<file path="config.mk">
export PLATFORM = sky130hd
export DESIGN_NAME = data_memory_arbiter
export DESIGN_NICKNAME = d
export VERILOG_FILES = /design/src/rtl/data_memory_arbiter.sv
export SDC_FILE = /design/constraint.sdc
export NUM_CORES = 1
export LEC_CHECK = 0
export BUFFER_PORTS_ARGS = -buffer_cell sky130_fd_sc_hd__buf_4
export CELL_PAD_IN_SITES_DETAIL_PLACEMENT = 0
export CELL_PAD_IN_SITES_GLOBAL_PLACEMENT = 1
export CORE_MARGIN = 4
export CORE_UTILIZATION = 40
export CTS_BUF_LIST = sky130_fd_sc_hd__clkbuf_8 sky130_fd_sc_hd__clkbuf_16
export CTS_CLUSTER_DIAMETER = 60
export DETAILED_ROUTE_END_ITERATION = 7
export PLACE_DENSITY = 0.92
export SLEW_MARGIN = 20
export SYNTH_ARGS = -nofsm -noshare
export SYNTH_HDL_FRONTEND = slang
export SYNTH_SLANG_ARGS = --single-unit
</file>
<file path="constraint.sdc">
create_clock -name clk -period 5.5 [get_ports clk]
set_clock_uncertainty 0.1 [all_clocks]
set_input_delay 0 -clock clk [delete_from_list [all_inputs] [get_ports clk]]
set_output_delay 0 -clock clk [all_outputs]
set_load 0.01 [all_outputs]
</file>
<file path="src/rtl/data_memory_arbiter.sv">
// data_memory_arbiter
//   Shares the single-port data memory between the GPP and the CP.
//   The CP has priority. A starvation counter forces a GPP win after the
//   GPP has been denied MAX_WAIT consecutive cycles. Grants are
//   combinational, and each grant owns the memory port for one cycle.
//   Read data is registered and returned one cycle later with an rvalid pulse.
// Ports
//   clk, rst             clock (rising edge), async active-low reset
//   gpp_* / cp_*         request fields in; gnt, rvalid and rdata out
//   mem_we/addr/wdata    memory port; addr/wdata hold the last grant when idle
//   mem_rdata            combinational read data from mem_addr
//   conflict_cnt         saturating count of cycles where both requested
module data_memory_arbiter #(
  parameter int ADDR_W   = 16,
  parameter int DATA_W   = 16,
  parameter int MAX_WAIT = 4
) (
  input  logic              clk,
  input  logic              rst,
  input  logic              gpp_req,
  input  logic              gpp_we,
  input  logic [ADDR_W-1:0] gpp_addr,
  input  logic [DATA_W-1:0] gpp_wdata,
  output logic              gpp_gnt,
  output logic              gpp_rvalid,
  output logic [DATA_W-1:0] gpp_rdata,
  input  logic              cp_req,
  input  logic              cp_we,
  input  logic [ADDR_W-1:0] cp_addr,
  input  logic [DATA_W-1:0] cp_wdata,
  output logic              cp_gnt,
  output logic              cp_rvalid,
  output logic [DATA_W-1:0] cp_rdata,
  output logic              mem_we,
  output logic [ADDR_W-1:0] mem_addr,
  output logic [DATA_W-1:0] mem_wdata,
  input  logic [DATA_W-1:0] mem_rdata,
  output logic [15:0]       conflict_cnt
);

  typedef struct packed {
    logic              we;
    logic [ADDR_W-1:0] addr;
    logic [DATA_W-1:0] wdata;
  } mreq_t;

  localparam logic [7:0] MAX_WAIT_C = 8'(MAX_WAIT);

  mreq_t             gpp_r, cp_r, sel_r;
  logic              gpp_win;
  logic [7:0]        wait_cnt;
  logic [ADDR_W-1:0] last_addr;
  logic [DATA_W-1:0] last_wdata;

  assign gpp_r = '{we: gpp_we, addr: gpp_addr, wdata: gpp_wdata};
  assign cp_r  = '{we: cp_we,  addr: cp_addr,  wdata: cp_wdata};

  // The GPP wins when it is alone, or when it has starved for MAX_WAIT cycles.
  assign gpp_win = gpp_req && (!cp_req || (wait_cnt == MAX_WAIT_C));
  // Grants are gated by reset so no access leaks out while rst=0.
  assign gpp_gnt = rst & gpp_win;
  assign cp_gnt  = rst & cp_req & ~gpp_win;

  always_comb begin
    sel_r = '{we: 1'b0, addr: last_addr, wdata: last_wdata};
    if (gpp_gnt)     sel_r = gpp_r;
    else if (cp_gnt) sel_r = cp_r;
  end

  assign mem_we    = sel_r.we;
  assign mem_addr  = sel_r.addr;
  assign mem_wdata = sel_r.wdata;

  always_ff @(posedge clk or negedge rst) begin
    if (!rst) begin
      last_addr    <= '0;
      last_wdata   <= '0;
      wait_cnt     <= '0;
      conflict_cnt <= '0;
      gpp_rvalid   <= 1'b0;
      cp_rvalid    <= 1'b0;
      gpp_rdata    <= '0;
      cp_rdata     <= '0;
    end else begin
      if (gpp_gnt || cp_gnt) begin
        last_addr  <= sel_r.addr;
        last_wdata <= sel_r.wdata;
      end
      // wait_cnt cannot pass MAX_WAIT: reaching it forces a GPP grant, which clears it.
      if (!gpp_req || gpp_gnt)         wait_cnt <= '0;
      else if (wait_cnt != MAX_WAIT_C) wait_cnt <= wait_cnt + 8'd1;
      if (gpp_req && cp_req && (conflict_cnt != 16'hFFFF))
        conflict_cnt <= conflict_cnt + 16'd1;
      gpp_rvalid <= gpp_gnt & ~gpp_we;
      cp_rvalid  <= cp_gnt & ~cp_we;
      if (gpp_gnt && !gpp_we) gpp_rdata <= mem_rdata;
      if (cp_gnt && !cp_we)   cp_rdata  <= mem_rdata;
    end
  end

endmodule

</file>
==> summary.md, run 1 <==
| Metric | Value |
|---|---|
| Starting Density | 40.9% |
| Vias per inst | 5.31 |
| Nets@finish | 677 |
| Die H | 111 um |
| Synth top area share | 53.5% |
| Pwr per Cell Area | 277 nW/um2 |
| Req. time, crit path | 5.62 ns |
| Largest net degree at the start of global routing | 88 |
| Post-synthesis area per instance | 12.4 um2 |
| RePlAce Congestion | 0.780 |
| Ys flop type | dfrtp_1 |
| Max Freq | 0.371 GHz |
| Die W | 111 um |
| CTS H-tree lvls | 3 |
| Final hold vios | 0 |
| HP Class | in -> reg |
| Post-Synth Simple-Gate Area | 12.8% |
| Most common cell after layout, fill and taps aside | buf_4 |
| IO Port Bufs | 170 |
| DRC Markers | 0 |
| All-Layer GR Usage | 19.7% |
| Initial DRC count | 215 |
| Fin util | 64.6% |
| Global-route wire length before repair | 20200 um |
| Xor/xnor share of the synthesized area | 3.75% |
| Post-Synthesis Net Count | 428 |
| Die Area | 12200 um2 |
| Post-synth cell types | 40 |
| Dominant cell type by area after synthesis | dfrtp_1 |
| Max-Cap Viols | 0 |
| Kind of critical path | reg -> reg |
| Via count | 3868 |
| Final Slew Violations | 0 |
| YS warnings | 0 |
| Ant. Diodes | 0 |
| Final hold slack | 0.0385 ns |
| Worst-margin pin slew | 0.826 ns |
| Mux cell area share after synthesis | 9.07% |
| IR drop worst, VDD | 0.135 mV |
| Layout cells sized above 1 | 37.6% |
| Avg WL per Cell | 16.5 um |
| CTS Root Cell | clkbuf_8 |
| EDFF count, synth | 0 |
| Deepest clock path buffer count | 2 |
| Fin crit share | 49.0% |
| Ports | 171 |
| Routed Antenna Nets | 0 |
| Pre-antenna DRT Iters | 4 |
| Post-Syn Instances | 339 |
| Compound-cell area share of the yosys netlist | 17.0% |
| HPWL after detailed placement | 7710 um |
| Setup TNS | 0 ns |
| Post_cts resized | 0 |
| Row count | 37 |
| Clock latency on the worst-skew pair | 0.34 ns |
| Max FO, Critical Path | 66 |
| Sequential cell area fraction in the yosys report | 53.5% |
| Synthesized flop and latch total | 90 |
| CTS tree | yes |
| Vias in the first global route | 4025 |
| Rel. slew slack | 44.8% |
| Synth top area cells | dfrtp_1, a221o_1, mux2_2 |
| Clock Sinks | 90 |
| Ys async rst share | 100% |
| Final setup fails | 0 |
| RSZ-0062 raised after global routing | false |
| P&R area growth vs syn | 57.9% |
| CP startpoint kind | register |
| Synthesized cell area | 4210 um2 |
| Main combinational cell family by area after synthesis | compound AO/OA/AOI/OAI gates |
| Initial antenna violation count | 0 |
| Routed WL | 12000 um |
| Clock transition at path regs | 0.08 ns |
| Commonest non-fill, non-tap cells in the layout | buf_4, dfrtp_1, dlygate4sd3_1, a221o_1, and2_1 |
| P_leak | 3.11 nW |
| Post-synthesis adder-cell area fraction | 0.892% |
| Num CTS Buffers | 9 |
| Core Box Area | 10300 um2 |
| Outcome | complete, no violations |
| Crit path time final | 2.69 ns |
| Overflow after GRT | 0 |
| CP arrival | 2.81 ns |
| Endpoint class of the critical path | register |
-- flip-flops by register name, indices dropped and copies added (netlist names) --
name          cells
conflict_cnt     16
cp_rdata         16
gpp_rdata        16
last_addr        16
last_wdata       16
wait_cnt          8
cp_rvalid         1
gpp_rvalid        1
-- stage by stage --
step	instances	area, um2	power (mW)	worst slack [ns]
2_1_floorplan	339	4210	1.07	3.50
3_5_place_dp	628	5600	1.36	3.17
5_1_grt	729	6640	1.95	2.64
4_1_cts	729	6630	1.85	2.83
3_3_place_gp	628	5600	1.34	3.27
6_report	729	6640	1.84	2.81
-- cells by family after synthesis --
family	count (synthesis)
DFF	90
adders and majority gates	3
muxes	34
xor gates and xnor gates	18
AOI/OAI and AO/OA	75
and+or+nand+nor	93
buffers and inverters	26
-- repair_timing --
action                                 4_1_cts  5_1_grt
buffers inserted                             0        0
endpoints found under the hold margin      158        0
hold buffers                                85        0
-- final timing paths --
path / from / to / slack, ns / cells past startpoint
worst min-delay path: gpp_req / conflict_cnt[5] / 0.04 / 4
max in group asynchronous: rst / conflict_cnt[5] / 4.43 / 3
worst max-delay path: wait_cnt[0] / last_wdata[12] / 2.81 / 8
min in group asynchronous: rst / last_wdata[1] / 0.34 / 3
worst min register to register: cp_rdata[10] / cp_rdata[10] / 0.39 / 1
worst max register to register: wait_cnt[0] / last_wdata[12] / 2.81 / 8
-- Yosys cell counts (2+ instances only) --
library cell / count
a21oi_1: 2
a221o_1: 64
and2_1: 32
and3_1: 2
buf_2: 10
buf_4: 2
clkbuf_1: 7
dfrtp_1: 90
ha_1: 3
inv_1: 5
mux2_1: 9
mux2_2: 24
nand2_1: 9
nand3_1: 8
nand4_1: 7
nor2_1: 16
nor3_1: 6
nor4_1: 3
o211ai_1: 2
or2_2: 2
xnor2_1: 10
xor2_1: 8
-- critical path: stages, from the launching register on --
cell and delay, ns:
dfrtp_1 0.37, inv_1 0.08, ha_1 0.19, and3b_1 0.23, a21boi_2 0.30, nor2_4 0.04
buf_4 0.31, a221o_1 0.37, dlygate4sd3_1 0.56
-- area by class of cell --
type	count	area, um2
clock buffer	10	138
clock inverter	6	40.0
fill	802	3630
inverter	5	18.8
multi-input combinational	223	1860
sequential	90	2250
tap	136	170
timing repair buffer	259	2160
-- metal layers --
layer	GRT usage, %	part of all wire, %	up-vias
met1	25.4	43	1898
met5	0	0	-
li1	-	-	1798
met2	32.4	49	147
met3	4.44	5.9	25
met4	7.14	2.5	0
-- where the power goes --
part	total, mW	switching (mW)	internal [mW]	leakage, nW
registers	0.834	0.0670	0.767	1.12
logic	0.596	0.245	0.351	1.90
clock network	0.409	0.232	0.177	0.0924
total	1.84	0.544	1.29	3.11
Power figures use the tool's default switching activity.
==> run 2, diff against run 1 <==
Settings changed: ABC_AREA from default to 1, CORE_UTILIZATION 40 to 32, PLACE_DENSITY 0.92 to 0.84.
Clock period 5.5 ns to 2.34 ns, I/O delays scaled along.
==> run 2 against run 1 <==
Against the previous run:
- sequential share of layout area is 2.4 points lower
- largest power group unchanged
- highest routed layer unchanged
- via count grew 30%
- core utilization is 13 points lower
- worst hold slack improved by 0.015 ns
- synthesized area is 8.1% higher
- register-to-register slack got worse by 2.7 ns
- clock-buffer cell count unchanged
- power increased to 2.5 times the previous value
- critical path depth grew 1
- routed wire length increased by 27%
- global-route usage shrank 1.1 points
==> summary.md, run 2 <==
| Metric | Value |
|---|---|
| Synthesized flop and latch total | 90 (unchanged) |
| Starting Density | 32.8% (-8.2 points) |
| Die Area | 16200 um2 (+32%) |
| IO Port Bufs | 170 (unchanged) |
| Deepest clock path buffer count | 2 (unchanged) |
| Max FO, Critical Path | 8 (-88%) |
| Largest net degree at the start of global routing | 106 (+20%) |
| Pre-antenna DRT Iters | 5 (+1) |
| Net switching power | 1.45 mW (+170%) |
| Post-Syn Instances | 560 (+65%) |
| Fin crit share | 95.8% (+47 points) |
| Sequential power share | 42.0% (-3.4 points) |
| Commonest non-fill, non-tap cells in the layout | buf_4, nand2_1, nand3_1, dfrtp_1, dlygate4sd3_1 |
| Ant. Diodes | 0 (unchanged) |
| Num CTS Buffers | 9 (unchanged) |
| P&R area growth vs syn | 57.0% |
| P_int | 3.23 mW (+150%) |
| Kind of critical path | reg -> reg |
| Die H | 127 um (+15%) |
| HPWL after detailed placement | 10100 um (+31%) |
| Layout cells sized above 1 | 25.9% (-12 points) |
| Row count | 43 (+16%) |
| Power consumption | 4.68 mW (+150%) |
| Clock transition at path regs | 0.07 ns (about the same) |
| Routed Antenna Nets | 0 (unchanged) |
| Avg WL per Cell | 15.4 um (-6.5%) |
| Post-synthesis area per instance | 8.12 um2 (-35%) |
| Overflow after GRT | 0 (unchanged) |
| Initial antenna violation count | 0 (unchanged) |
| Final Slew Violations | 0 (unchanged) |
| Sequential cell area fraction in the yosys report | 49.5% (-4.0 points) |
| Vias in the first global route | 5115 (+27%) |
| Ys async rst share | 100% (unchanged) |
| CTS H-tree lvls | 3 (unchanged) |
| Ports | 171 (unchanged) |
| Post-synth cell types | 27 (-33%) |
| Final setup fails | 0 (unchanged) |
| Logic pwr share | 28.9% (-3.5 points) |
| Max-Cap Viols | 0 (unchanged) |
| Endpoint class of the critical path | register |
| Vias per inst | 5.09 (-4.0%) |
| Sw frac | 31.0% (+1.4 points) |
| All-Layer GR Usage | 18.5% (-1.1 points) |
| Synth top area cells | dfrtp_1, nand2_1, nand3_1 |
| Crit path time final | 2.24 ns (-0.451 ns) |
| Clock latency on the worst-skew pair | 0.34 ns (about the same) |
| EDFF count, synth | 0 (unchanged) |
| Max Freq | 0.446 GHz (+20%) |
| Post-Synthesis Net Count | 649 (+52%) |
| Synth top area share | 49.5% (-4.0 points) |
| Most common cell after layout, fill and taps aside | buf_4 |
| Outcome | complete, no violations |
| DRC Markers | 0 (unchanged) |
| YS warnings | 0 (unchanged) |
| Ys flop type | dfrtp_1 |
| Pwr per Cell Area | 656 nW/um2 (+140%) |
| Final hold vios | 0 (unchanged) |
| Req. time, crit path | 2.47 ns (-3.15 ns) |
| Rel. slew slack | 60.3% (+16 points) |
| Worst-margin pin slew | 0.596 ns (-0.230 ns) |
| Core Box Area | 13900 um2 (+35%) |
| Final hold slack | 0.0533 ns (+0.0147 ns) |
| CP arrival | 2.37 ns (-0.44 ns) |
| CTS Root Cell | clkbuf_16 |
| P_leak | 3.67 nW (+18%) |
| Dominant cell type by area after synthesis | dfrtp_1 |
| IR drop worst, VDD | 0.333 mV (+150%) |
| Clock Sinks | 90 (unchanged) |
| Nets@finish | 891 (+32%) |
| Die W | 127 um (+15%) |
| RePlAce Congestion | 0.879 (+13%) |
| Via count | 5028 (+30%) |
| Global-route wire length before repair | 24500 um (+21%) |
| CTS tree | yes |
| Synthesized cell area | 4550 um2 (+8.1%) |
| Most frequent cell after synthesis | nand2_1 |
| HP Class | in -> reg |
| CP startpoint kind | register |
| Post-synth top cells | nand2_1, nand3_1, dfrtp_1 |
| Clk pwr share | 29.1% (+6.8 points) |
| Initial DRC count | 405 (+88%) |
| Fillers | 1263 (+57%) |
| Routed WL | 15200 um (+27%) |
[run 2: final timing paths]
check / endpoint / cells past startpoint / start / slack, ns
worst max-delay path: last_addr[12] / 9 / wait_cnt[0] / 0.1
worst min-delay path: wait_cnt[3] / 3 / gpp_req / 0.05
worst max register to register: last_addr[12] / 9 / wait_cnt[0] / 0.1
worst min register to register: cp_rdata[7] / 2 / cp_rdata[7] / 0.37
max in group asynchronous: cp_rdata[12] / 4 / rst / 1.15
min in group asynchronous: conflict_cnt[10] / 3 / rst / 0.15
[run 2: layout make-up]
cell class | instances | area (um2) | area share (%)
flip-flops and latches | 90 | 2250 | 31.5
inverters | 24 | 90.1 | 1.26
clock inverters | 6 | 41.3 | 0.578
clock buffers | 10 | 239 | 3.35
well taps | 180 | 225 | 3.15
repair buffers | 264 | 2240 | 31.4
multi-input cells | 413 | 2050 | 28.7
[run 2: per-layer routing]
layer	vias up	track usage [%]	share of wire (%)	wire [um]
met4	0	7.00	2.7	408
met1	2343	22.8	42	6370
li1	2393	-	-	-
met2	248	30.2	46	7050
met5	-	0	0	0
met3	44	6.27	9.2	1400
[run 2: repair_timing]
action | 4_1_cts | 5_1_grt
gates cloned | 0 | 1
hold buffers | 81 | 0
gates resized for setup | 1 | 4
endpoints found under the setup margin | 3 | 29
pin swaps | 0 | 1
hold endpoints to repair | 121 | 0
setup buffers | 0 | 2
[run 2: cell families after synthesis]
family	after synthesis	share of synthesized area (%)
and+or+nand+nor	382	39.4
DFF	90	49.5
buffers and inverters	57	5.64
xor gates and xnor gates	16	3.08
AOI/OAI and AO/OA	12	1.57
adders and majority gates	3	0.825
[run 2: through the flow]
| stage | util (%) | worst slack [ns] | instance area (um2) | setup TNS [ns] | std cells |
|---|---|---|---|---|---|
| after global placement | 43.1 | 0.351 | 5990 | 0 | 887 |
| after floorplan | - | 0.589 | 4550 | 0 | 560 |
| after CTS | 51.0 | 0.0360 | 7080 | 0 | 984 |
| after detailed placement | 43.1 | 0.263 | 5990 | 0 | 887 |
| after global routing | 51.4 | -0.0134 | 7140 | -0.0358 | 987 |
| final | 51.4 | 0.0977 | 7140 | 0 | 987 |
[run 2: power groups by stage]
| stage | clock network, mW | logic, mW | registers (mW) |
|---|---|---|---|
| 6_report | 1.36 | 1.35 | 1.97 |
| 2_1_floorplan | 0 | 0.503 | 2.02 |
| 3_3_place_gp | 0 | 1.19 | 1.98 |
| 3_5_place_dp | 0 | 1.21 | 1.99 |
| 4_1_cts | 1.41 | 1.33 | 1.96 |
| 5_1_grt | 1.47 | 1.49 | 1.99 |
[run 2: worst max-delay path, cell delays in order, from the launching register on]
cell	delay, ns
dfrtp_1	0.40
inv_1	0.10
ha_1	0.16
nand3_2	0.10
o21ai_4	0.22
nand2_4	0.12
buf_6	0.17
nand3_1	0.08
nand3_1	0.09
dlygate4sd3_1	0.57
==> run 3, diff against run 2 <==
Settings changed: CELL_PAD_IN_SITES_DETAIL_PLACEMENT 0 to default, CELL_PAD_IN_SITES_GLOBAL_PLACEMENT 1 to default, CORE_UTILIZATION 32 to 45.
==> run 3 against run 2 <==
Against the previous run:
- the run now ends with setup timing left
- largest power group unchanged
- flip-flop and latch count did not move
- global-route usage rose by 12 points
- sequential power barely moved
- critical path depth fell by 1
- worst hold slack got worse by 0.0024 ns
- non-clock buffer count rose by 23
- routed wire length rose by 26%
- critical endpoint is now last_addr[6]
==> summary.md, run 3 (synthesis results as in run 2) <==
| Metric | Value |
|---|---|
| Clock transition at path regs | 0.10 ns (+0.03 ns) |
| Vias per inst | 5.98 (+17%) |
| Endpoint class of the critical path | register |
| Die W | 109 um (-15%) |
| R2r startpoint | wait_cnt[0] |
| Clock Sinks | 90 (unchanged) |
| RePlAce Congestion | 0.920 (+4.7%) |
| Vias in the first global route | 5787 (+13%) |
| Crit path time final | 2.43 ns (+0.183 ns) |
| RSZ-0062 raised after global routing | true |
| Crit path buffers/inverters | 3 (unchanged) |
| Routed WL | 19300 um (+26%) |
| P&R area growth vs syn | 62.0% |
| HPWL after detailed placement | 9600 um (-5.0%) |
| Initial DRC count | 504 (+24%) |
| P_leak | 3.75 nW (+2.2%) |
| Avg WL per Cell | 20.0 um (+30%) |
| Max stage delay cell, worst path | dlygate4sd3_1 |
| Max-Cap Viols | 0 (unchanged) |
| Pre-antenna DRT Iters | 6 (+1) |
| Worst-margin pin slew | 0.846 ns (+0.250 ns) |
| Worst R2R Path Depth | 8 (-1) |
| Final hold slack | 0.0509 ns (-0.00236 ns) |
| Worst setup path endpoint | last_addr[6] |
| Layout cells sized above 1 | 27.7% (+1.8 points) |
| Ports | 171 (unchanged) |
| Largest net degree at the start of global routing | 88 (-17%) |
| Non-Filler Instances | 963 (-2.4%) |
| Fin crit share | 104% (+7.8 points) |
| HP Class | in -> reg |
| Crit Reg-Reg Endpoint | last_addr[6] |
| Starting Density | 46.3% (+14 points) |
| Placed cell count | 840 (-5.3%) |
| Pwr per Cell Area | 639 nW/um2 (-2.6%) |
| DRC Markers | 0 (unchanged) |
| Req. time, crit path | 2.53 ns (+0.06 ns) |
| Most common cell after layout, fill and taps aside | buf_4 |
| CP arrival | 2.61 ns (+0.24 ns) |
| Die H | 109 um (-15%) |
| CTS H-tree lvls | 3 (unchanged) |
| Nets@finish | 914 (+2.6%) |
| Die Area | 11800 um2 (-27%) |
| Ant. Diodes | 0 (unchanged) |
| Crit-path leading delay family | buffers and inverters |
| Clock latency on the worst-skew pair | 0.35 ns (about the same) |
| Fillers | 612 (-52%) |
| CP Cell Sequence | inv_2 > ha_2 > nand3_2 > o21ai_4 > buf_12 > nand4_1 > dlygate4sd3_1 > nand3_1 |
| IO Port Bufs | 170 (unchanged) |
| Outcome | complete, but fails checks |
| Rel. slew slack | 43.4% (-17 points) |
| CTS Root Cell | clkbuf_8 |
| Core Box Area | 9820 um2 (-29%) |
| Max Freq | 0.412 GHz (-7.5%) |
| Deepest clock path buffer count | 2 (unchanged) |
| Global-route wire length before repair | 28300 um (+16%) |
| Overflow after GRT | 0 (unchanged) |
| Num CTS Buffers | 9 (unchanged) |
| Row count | 36 (-16%) |
| Commonest non-fill, non-tap cells in the layout | buf_4, nand2_1, nand3_1, dlygate4sd3_1, dfrtp_1 |
| CP peak stage delay | 0.64 ns (+0.07 ns) |
| Initial antenna violation count | 0 (unchanged) |
| CP startpoint kind | register |
| Max FO, Critical Path | 14 (+6) |
| Power consumption | 4.70 mW (+0.49%) |
| Reg2Reg Setup Slack | -0.09 ns (-0.18 ns) |
| Final setup fails | 5 (+5) |
| Crit path launch | wait_cnt[0] |
| Final hold vios | 0 (unchanged) |
| IR drop worst, VDD | 0.331 mV (-0.54%) |
| Final Slew Violations | 0 (unchanged) |
| Via count | 5755 (+14%) |
| Setup ws final | -0.0853 ns (-0.183 ns) |
| Kind of critical path | reg -> reg |
| Failing checks | setup timing |
| CTS tree | yes |
| Routed Antenna Nets | 0 (unchanged) |
| All-Layer GR Usage | 30.5% (+12 points) |
| Crit. path cell count | 8 (-1) |
## run 3: cell count changes in the layout (fill, tap and decap cells not counted), sizes merged
cell	change
buf	+5
clkinvlp	-1
dlygate4sd3	+9
dlymetal6s4s	+9
bufinv	+2
clkinv	-1
## run 3: tightest hold or removal path: cells and delay by family
| kind | cells | cell delay (ns) |
|---|---|---|
| simple gates | 2 | 0.15 |
| buf+inv | 3 | 0.34 |
## run 3: metrics by stage
step / utilization (%) / setup TNS [ns] / worst slack [ns] / cell area, um2
global route: 75.0 / -1.54 / -0.165 / 7370
detailed placement: 60.5 / 0 / 0.332 / 5940
global placement: 60.5 / 0 / 0.409 / 5940
floorplan: - / 0 / 0.589 / 4550
CTS: 73.0 / 0 / 0.0364 / 7170
finish: 75.0 / -0.130 / -0.0853 / 7370
## run 3: per-layer routing
metal / track usage (%) / wire (um)
met5: 0 / 0
met2: 49.6 / 8850
met1: 36.5 / 6970
met3: 8.72 / 2360
met4: 16.3 / 1090
## run 3: timing repair
item | in CTS | in global routing
endpoints found under the hold margin | 122 | 0
setup endpoints to repair | 0 | 53
hold buffers | 99 | 0
buffers inserted | 0 | 7
gates resized for setup | 0 | 32
## run 3: layout make-up
type / instances / area (um2) / area share (%)
Timing Repair Buffer: 287 / 2510 / 34.1
Sequential cell: 90 / 2250 / 30.6
Multi-Input combinational cell: 413 / 2110 / 28.6
Tap cell: 133 / 166 / 2.26
Clock buffer: 10 / 138 / 1.87
Clock inverter: 6 / 97.6 / 1.32
Inverter: 24 / 93.8 / 1.27
## run 3: where the power goes
part	switching [mW]	total [mW]	internal [mW]
registers	0.192	1.98	1.79
logic	0.756	1.47	0.716
clock network	0.604	1.25	0.646
## run 3: worst min-delay path by stage
stage                     startpoint               to  slack, ns  cells past startpoint
after floorplan                  rst  conflict_cnt[0]      -0.40                      0
final                          cp_we      cp_rdata[3]       0.05                      5
after CTS                      cp_we      cp_rdata[0]       0.02                      5
after detailed placement         rst  conflict_cnt[7]     -0.006                      2
after global routing           cp_we     cp_rdata[13]       0.05                      5
after global placement           rst  conflict_cnt[7]      -0.02                      2
